$ cat config.mk
export PLATFORM = sky130hd
export DESIGN_NAME = disp_share_arbiter
export DESIGN_NICKNAME = d
export VERILOG_FILES = /design/src/rtl/disp_share_arbiter.sv
export SDC_FILE = /design/constraint.sdc
export NUM_CORES = 1
export LEC_CHECK = 0
export BUFFER_PORTS_ARGS = -buffer_cell sky130_fd_sc_hd__buf_2
export CORE_MARGIN = 4
export CORE_UTILIZATION = 46
export CTS_CLUSTER_SIZE = 8
export DETAILED_ROUTE_END_ITERATION = 12
export PLACE_DENSITY = 0.88
export RECOVER_POWER = 50
export SETUP_SLACK_MARGIN = 0.4
export SYNTH_ARGS = -nofsm -noshare
export SYNTH_HDL_FRONTEND = slang
export SYNTH_SLANG_ARGS = --single-unit
export TNS_END_PERCENT = 1
$ cat constraint.sdc
create_clock -name CLK -period 3.4 [get_ports CLK]
set_input_delay 0 -clock CLK [delete_from_list [all_inputs] [get_ports CLK]]
set_output_delay 0 -clock CLK [all_outputs]
set_load 0.005 [all_outputs]
$ cat src/rtl/disp_share_arbiter.sv
// Round-robin arbiter that lends a shared 6-digit display to one of three requesters,
// with a minimum hold time and a forced rotation after MAX_HOLD cycles under contention.
module disp_share_arbiter #(
    parameter int unsigned MIN_HOLD = 4,
    parameter int unsigned MAX_HOLD = 16
) (
    input  logic        CLK,
    input  logic        RST,
    input  logic [2:0]  REQ,
    input  logic [23:0] HEX_0,
    input  logic [23:0] HEX_1,
    input  logic [23:0] HEX_2,
    input  logic [7:0]  DPM_0,
    input  logic [7:0]  DPM_1,
    input  logic [7:0]  DPM_2,
    output logic [2:0]  GNT,
    output logic [23:0] HEX_OUT,
    output logic [7:0]  DP_OUT,
    output logic        BLANK
);

    localparam int unsigned CntW = (MAX_HOLD > 1) ? $clog2(MAX_HOLD) : 1;
    localparam logic [CntW-1:0] MinCnt = CntW'(MIN_HOLD - 1);
    localparam logic [CntW-1:0] MaxCnt = CntW'(MAX_HOLD - 1);

    typedef enum logic [1:0] {StIdle, StHold, StOwn} state_e;

    state_e          state_q, state_d;
    logic [CntW-1:0] cnt_q, cnt_d, cnt_inc;
    logic [1:0]      ptr_q, ptr_d;
    logic [2:0]      gnt_q, gnt_d;
    logic [23:0]     hex_q, hex_d;
    logic [7:0]      dp_q, dp_d;
    logic            blank_q, blank_d;

    logic            cand_valid;
    logic [1:0]      cand_idx, scan_idx;
    logic            owner_req, others_req;
    logic            grant_new, track, load;
    logic [1:0]      src_idx;

    // Later iterations win, so scanning ptr+3 down to ptr+1 gives ptr+1 top priority.
    always_comb begin
        cand_valid = 1'b0;
        cand_idx   = ptr_q;
        scan_idx   = ptr_q;
        for (int i = 3; i >= 1; i--) begin
            scan_idx = 2'((int'(ptr_q) + i) % 3);
            if (REQ[scan_idx]) begin
                cand_valid = 1'b1;
                cand_idx   = scan_idx;
            end
        end
    end

    assign owner_req  = REQ[ptr_q];
    assign others_req = |(REQ & ~(3'b001 << ptr_q));
    assign cnt_inc    = (cnt_q == MaxCnt) ? cnt_q : cnt_q + CntW'(1);

    always_ff @(posedge CLK) begin
        if (RST) begin
            state_q <= StIdle;
            cnt_q   <= '0;
            ptr_q   <= 2'd2;
            gnt_q   <= 3'b000;
            hex_q   <= 24'h000000;
            dp_q    <= 8'h00;
            blank_q <= 1'b1;
        end else begin
            state_q <= state_d;
            cnt_q   <= cnt_d;
            ptr_q   <= ptr_d;
            gnt_q   <= gnt_d;
            hex_q   <= hex_d;
            dp_q    <= dp_d;
            blank_q <= blank_d;
        end
    end

    always_comb begin
        state_d   = state_q;
        cnt_d     = cnt_q;
        ptr_d     = ptr_q;
        grant_new = 1'b0;
        track     = 1'b0;
        unique case (state_q)
            StIdle: begin
                if (cand_valid) grant_new = 1'b1;
            end
            StHold: begin
                cnt_d = cnt_inc;
                track = owner_req;
                if (cnt_d == MinCnt) state_d = StOwn;
            end
            StOwn: begin
                if (!owner_req) begin
                    if (cand_valid) grant_new = 1'b1;
                    else            state_d   = StIdle;
                end else if ((cnt_q == MaxCnt) && others_req) begin
                    grant_new = 1'b1;
                end else begin
                    cnt_d = cnt_inc;
                    track = 1'b1;
                end
            end
            default: state_d = StIdle;
        endcase
        if (grant_new) begin
            ptr_d   = cand_idx;
            cnt_d   = '0;
            state_d = (MIN_HOLD == 1) ? StOwn : StHold;
        end
    end

    always_comb begin
        gnt_d   = gnt_q;
        blank_d = blank_q;
        hex_d   = hex_q;
        dp_d    = dp_q;
        load    = grant_new | track;
        src_idx = grant_new ? cand_idx : ptr_q;
        if (load) begin
            case (src_idx)
                2'd0: begin
                    hex_d = HEX_0;
                    dp_d  = DPM_0;
                end
                2'd1: begin
                    hex_d = HEX_1;
                    dp_d  = DPM_1;
                end
                default: begin
                    hex_d = HEX_2;
                    dp_d  = DPM_2;
                end
            endcase
        end
        if (state_d == StIdle) begin
            gnt_d   = 3'b000;
            blank_d = 1'b1;
        end else begin
            gnt_d   = 3'b001 << ptr_d;
            blank_d = 1'b0;
        end
    end

    assign GNT     = gnt_q;
    assign HEX_OUT = hex_q;
    assign DP_OUT  = dp_q;
    assign BLANK   = blank_q;

endmodule

==> flow_summary.ini, run 1 <==
[power]
powerDensity_nw_per_um2 = 817
ir_drop_mv = 0.474
pwr-share-clk_pct = 9.1
p_int_mw = 1.90
p_sw_mw = 1.94
p_leak_nw = 1.77
seqPwrFrac_pct = 20.4
p_total_mw = 3.84
netSwitchingFraction_pct = 50.5
pwr-share-comb_pct = 70.4

[critical_path]
crit_slowest_cell = or4_1
cp-startpoint = ptr_q[1]
rr_worst_depth = 9
crit_fanout = 24
critPathArrivalTime_ns = 3.24
rrSetupSlack_ns = 0.35
crit_required_ns = 3.59
path_cells = clkinvlp_4, ha_2, a22o_1, o21a_1, or4_1, a21o_2, buf_4, mux2i_1, a2111oi_2
endpoint_kind = register
crit_buf_inv = 2
critPathKind = register to register
critPathLaunchType = register
path_delay_family = compound AO/OA/AOI/OAI gates
reg2reg_from = ptr_q[1]
crit_cells = 9
cpPeakStageDelay_ns = 0.69

[drt]
wl_mm = 12.6
drtAntennaViolNets = 0
drc = 0
first_pass_iters = 5
routed-via-count = 4346
wire_per_inst_um = 18.8
via_per_inst = 6.50
drt-initial-drc-count = 392

[clocking]
tritoncts = yes
numCtsBuffers = 5
cts_hold_buf = 0
clkTransAtPathRegs_ns = 0.09
cts_max_level = 2
cts_buffer_depth = 2
root_buffer = clkbuf_8
worstSkewPairLatency_ns = 0.30
cts.sinks = 44

[floorplanning]
core_um2 = 7850
fp.dieH_um = 98.5
die-area_um2 = 9700
die_x_um = 98.5
row_count = 32
ioPinCount = 137
initial_core_util_pct = 48.0

[hold_path]
hold_depth = 3
min_path_type = input port to register
min_from = HEX_2[13]

[finish]
areaGrowthSynthToFinish_pct = 24.8
diodes = 0
drive_gt1_share_pct = 29.3
fillers = 700
nets = 677
post-route-util_pct = 59.9
multi_input_area_um2 = 2580
seq_area_um2 = 883

[global_routing]
grt_max_degree = 49
grt_overflow = 0
antenna_found_initial = 0
grt_pass1_vias = 4284
grt_pass1_wl_mm = 20.1
grtUsageTotal_pct = 24.6

[synthesis]
synthArstFlopShare_pct = 0
synth_seq_cells = 44
synth_nets = 560
syn_avg_cell_area_um2 = 8.39
synth-main-ff-cell = dfxtp_1
synth-edff-count = 0
yosys_warnings = 0
syn_inst = 449
seq_area_frac_synth_pct = 23.4
synth_cell_types = 46
syn-cell-area_um2 = 3770

[timing]
timing.final.ws_setup_ns = 0.353
final_hold_viol_count = 0
fin_crit_ns = 3.05
clock_skew_ns = 0.00683
rsz0062_at_grt = true
worst_slew_pin_slew_ns = 0.661
fmax_ghz = 0.328
setup_violations = 0
fin_crit_sh_pct = 89.6
drv_slew = 0
slew-limit-headroom_pct = 55.9
setup-tns-final_ns = 0
whs_ns = 0.0378

[place]
hpwl_mm = 8.75
place_congestion = 0.930
place.port_buffers = 136
dp_slack_ns = 0.0705

[status]
status = finished, final reports clean

[run]
max-cap-violations = 0
state kept, by name, indices dropped and copies added, names as in the netlist:
signal,cells
BLANK,1
DP_OUT,8
GNT,3
HEX_OUT,24
cnt_q,4
ptr_q,2
state_q,2
synth_stat cells (all sizes together) (2+ instances only):
library cell / number / area (um2)
o21ai: 5 / 25.0
a21o: 2 / 15.0
a21bo: 2 / 20.0
clkbuf: 44 / 166
nor2b: 2 / 12.5
buf: 8 / 62.6
a21boi: 34 / 255
nand2: 4 / 15.0
a31o: 2 / 17.5
o21bai: 32 / 240
nand2b: 6 / 37.5
or2: 2 / 12.5
ha: 10 / 125
mux2i: 36 / 360
nor2: 9 / 33.8
a211oi: 68 / 515
nand3: 5 / 25.0
and2: 2 / 12.5
a31oi: 3 / 18.8
a21oi: 5 / 25.0
or3: 2 / 12.5
nor3: 2 / 10.0
dfxtp: 44 / 881
a211o: 2 / 17.5
inv: 37 / 139
o32ai: 32 / 280
a2111oi: 35 / 307
per-stage QoR:
step | cells | cell area, um2
4_1_cts | 666 | 4690
2_1_floorplan | 449 | 3800
3_5_place_dp | 656 | 4580
5_1_grt | 669 | 4700
6_report | 669 | 4700
3_3_place_gp | 656 | 4580
layout make-up:
class	count	share of cell area (%)
Tap cell	102	2.71
Sequential cell	44	18.8
Inverter	37	3.03
Clock buffer	8	1.92
Timing Repair Buffer	162	18.7
Multi-Input combinational cell	316	54.8
cell usage in the layout, fill, tap and decap left out, drive strengths merged, types with 3 or more instances in the layout:
master	count
a2111oi	35
o21bai	32
ha	10
a21boi	34
inv	36
o21ai	5
a31oi	3
nand2b	6
nand3	5
buf	140
clkbuf	30
nand2	4
mux2i	36
dfxtp	44
a21oi	5
o32ai	32
nor2	9
a211oi	68
layer usage:
layer	vias up	track usage (%)	wire (um)
met3	41	5.02	1090
met4	0	10.7	334
li1	2016	-	-
met2	263	42.1	6210
met1	2026	29.8	4950
met5	-	0	0
cell families (layout without fill, tap and decap cells):
family,after synthesis,count (layout),synth area share (%)
buf+inv,89,207,9.77
xor+xnor,2,2,0.465
fa+ha+maj,10,10,3.32
compound gates,229,229,47.7
flops,44,44,23.4
mux,37,37,9.87
simple gates,38,38,5.48
path summary, 6_finish.rpt:
kind | to
hold reg to reg | DP_OUT[4]
setup / recovery | GNT[2]
hold / removal | HEX_OUT[13]
setup reg to reg | GNT[2]
worst reg2reg max path, cell delays in order, from the launching register on:
cell and delay [ns]:
dfxtp_2 0.36, clkinvlp_4 0.14, ha_2 0.25, a22o_1 0.19
o21a_1 0.24, or4_1 0.69, a21o_2 0.30, buf_4 0.22
mux2i_1 0.19, a2111oi_2 0.37
power groups by stage:
stage	Sequential (mW)	Clock (mW)	Combinational, mW
after floorplan	0.800	0	1.82
after global placement	0.783	0	2.53
after detailed placement	0.786	0	2.60
after CTS	0.780	0.355	2.64
after global routing	0.806	0.376	2.92
final	0.784	0.351	2.71
what timing repair did:
item | CTS | global route
hold endpoints to repair | 0 | 0
setup buffers | 2 | 3
endpoints found under the setup margin | 37 | 31
pin swaps | 0 | 1
gates resized for setup | 4 | 5
(Power assumes the default switching activity.)
==> run 2: changes to the inputs <==
- CORE_UTILIZATION: 46 -> 40
- PLACE_DENSITY: 0.88 -> 0.79
==> flow_summary.ini, run 2 (synthesis gave the netlist of run 1 again) <==
[clocking]
clkTransAtPathRegs_ns = 0.09
cts_buffer_depth = 2
cts_hold_buf = 0
root_buffer = clkbuf_8
worstSkewPairLatency_ns = 0.31
cts_max_level = 2
cts.sinks = 44
numCtsBuffers = 5
tritoncts = yes

[critical_path]
endpoint_kind = register
critPathArrivalTime_ns = 3.28
rrSetupSlack_ns = 0.33
reg2reg_from = ptr_q[1]
critPathKind = register to register
reg2reg_to = HEX_OUT[14]
crit_required_ns = 3.61
critPathLaunchType = register
rr_worst_depth = 10
crit_fanout = 29

[hold_path]
hold_depth = 3
hold_end = HEX_OUT[10]
min_from = HEX_2[10]
min_path_type = input port to register

[timing]
fin_crit_ns = 3.07
rsz0062_at_grt = true
timing.final.ws_setup_ns = 0.330
clock_skew_ns = 0.0118
slew-limit-headroom_pct = 53.4
final_hold_viol_count = 0
fmax_ghz = 0.326
whs_ns = 0.0322
fin_crit_sh_pct = 90.3
worst_slew_pin_slew_ns = 0.699
setup_violations = 0
setup-tns-final_ns = 0
drv_slew = 0

[finish]
seq_area_um2 = 886
diodes = 0
nets = 680
final_common_cell = buf_2
most-common-layout-cells = 115 x buf_2, 67 x a211oi_1, 42 x dfxtp_1, 36 x inv_1, 36 x mux2i_1
largest_reg_flops = 24
areaGrowthSynthToFinish_pct = 26.8
drive_gt1_share_pct = 30.0
multi_input_area_um2 = 2620
fillers = 890

[status]
status = finished, final reports clean

[place]
place.port_buffers = 136
hpwl_mm = 9.16
place_congestion = 0.953
dp_slack_ns = 0.111

[drt]
via_per_inst = 6.37
wl_mm = 13.6
drtAntennaViolNets = 0
drc = 0
drt-initial-drc-count = 268
routed-via-count = 4340
first_pass_iters = 6
wire_per_inst_um = 19.9

[floorplanning]
initial_core_util_pct = 41.0
fp.dieH_um = 105
die_x_um = 105
core_um2 = 9200
row_count = 35
die-area_um2 = 11000
ioPinCount = 137

[power]
ir_drop_mv = 0.418
powerDensity_nw_per_um2 = 852
p_int_mw = 2.02
pwr-share-comb_pct = 70.0
p_sw_mw = 2.05
seqPwrFrac_pct = 19.7
pwr-share-clk_pct = 10.3
p_leak_nw = 1.80
netSwitchingFraction_pct = 50.3

[global_routing]
grt_overflow = 0
grt_pass1_wl_mm = 21.2
grt_max_degree = 43
grt_pass1_vias = 4439
grtUsageTotal_pct = 23.2
antenna_found_initial = 0

[run]
max-cap-violations = 0
-- run 2: worst max path at each step --
stage | start | endpoint | slack [ns] | cells after the start
after detailed placement | ptr_q[1] | GNT[1] | 0.11 | 10
after floorplan | ptr_q[1] | DP_OUT[3] | 0.41 | 12
after CTS | ptr_q[1] | ptr_q[1] | 0.38 | 10
after global routing | ptr_q[1] | HEX_OUT[19] | 0.19 | 11
after global placement | ptr_q[1] | GNT[1] | 0.27 | 10
final | ptr_q[1] | HEX_OUT[14] | 0.33 | 10
-- run 2: final cells by class --
cell class	count	area share (%)
clock buffers	5	1.44
repair buffers	164	18.4
clock inverters	3	0.891
inverters	37	2.91
multi-input cells	317	54.9
flip-flops and latches	44	18.6
well taps	111	2.91
-- run 2: metal layers --
| layer | up-vias | part of all wire [%] | global-route usage, % |
|---|---|---|---|
| met1 | 2065 | 42 | 28.4 |
| met2 | 214 | 49 | 40.1 |
| li1 | 2027 | - | - |
| met3 | 34 | 7.3 | 5.31 |
| met5 | - | 0 | 0 |
| met4 | 0 | 2.2 | 7.40 |
-- run 2: worst max-delay path, cell delays in order, from the launching register on --
cell and delay (ns):
dfxtp_4 0.41, inv_1 0.08, buf_4 0.21, ha_4 0.30, buf_4 0.17, a21oi_1 0.09, or4_1 0.66, a21o_4 0.28
or3_4 0.40, buf_8 0.19, o32ai_1 0.15
-- run 2: power by group through the flow --
stage | logic [mW] | clock network, mW | registers, mW
3_5_place_dp | 2.61 | 0 | 0.802
6_report | 2.85 | 0.420 | 0.800
4_1_cts | 2.73 | 0.427 | 0.796
2_1_floorplan | 1.82 | 0 | 0.800
3_3_place_gp | 2.51 | 0 | 0.802
5_1_grt | 3.08 | 0.445 | 0.817
-- run 2: metrics by stage --
stage	power, mW	instance area, um2	utilization, %	std cells
after floorplan	2.62	3800	-	449
after global placement	3.31	4570	49.7	665
after detailed placement	3.41	4570	49.7	665
after CTS	3.95	4750	51.7	678
after global routing	4.35	4770	51.9	681
final	4.07	4770	51.9	681
-- run 2: timing repair --
| item | in CTS | in global routing |
|---|---|---|
| hold endpoints to repair | 0 | 0 |
| gates cloned | 0 | 1 |
| gates resized for setup | 8 | 8 |
| pin swaps | 1 | 1 |
| endpoints found under the setup margin | 36 | 36 |
| setup buffers | 5 | 2 |
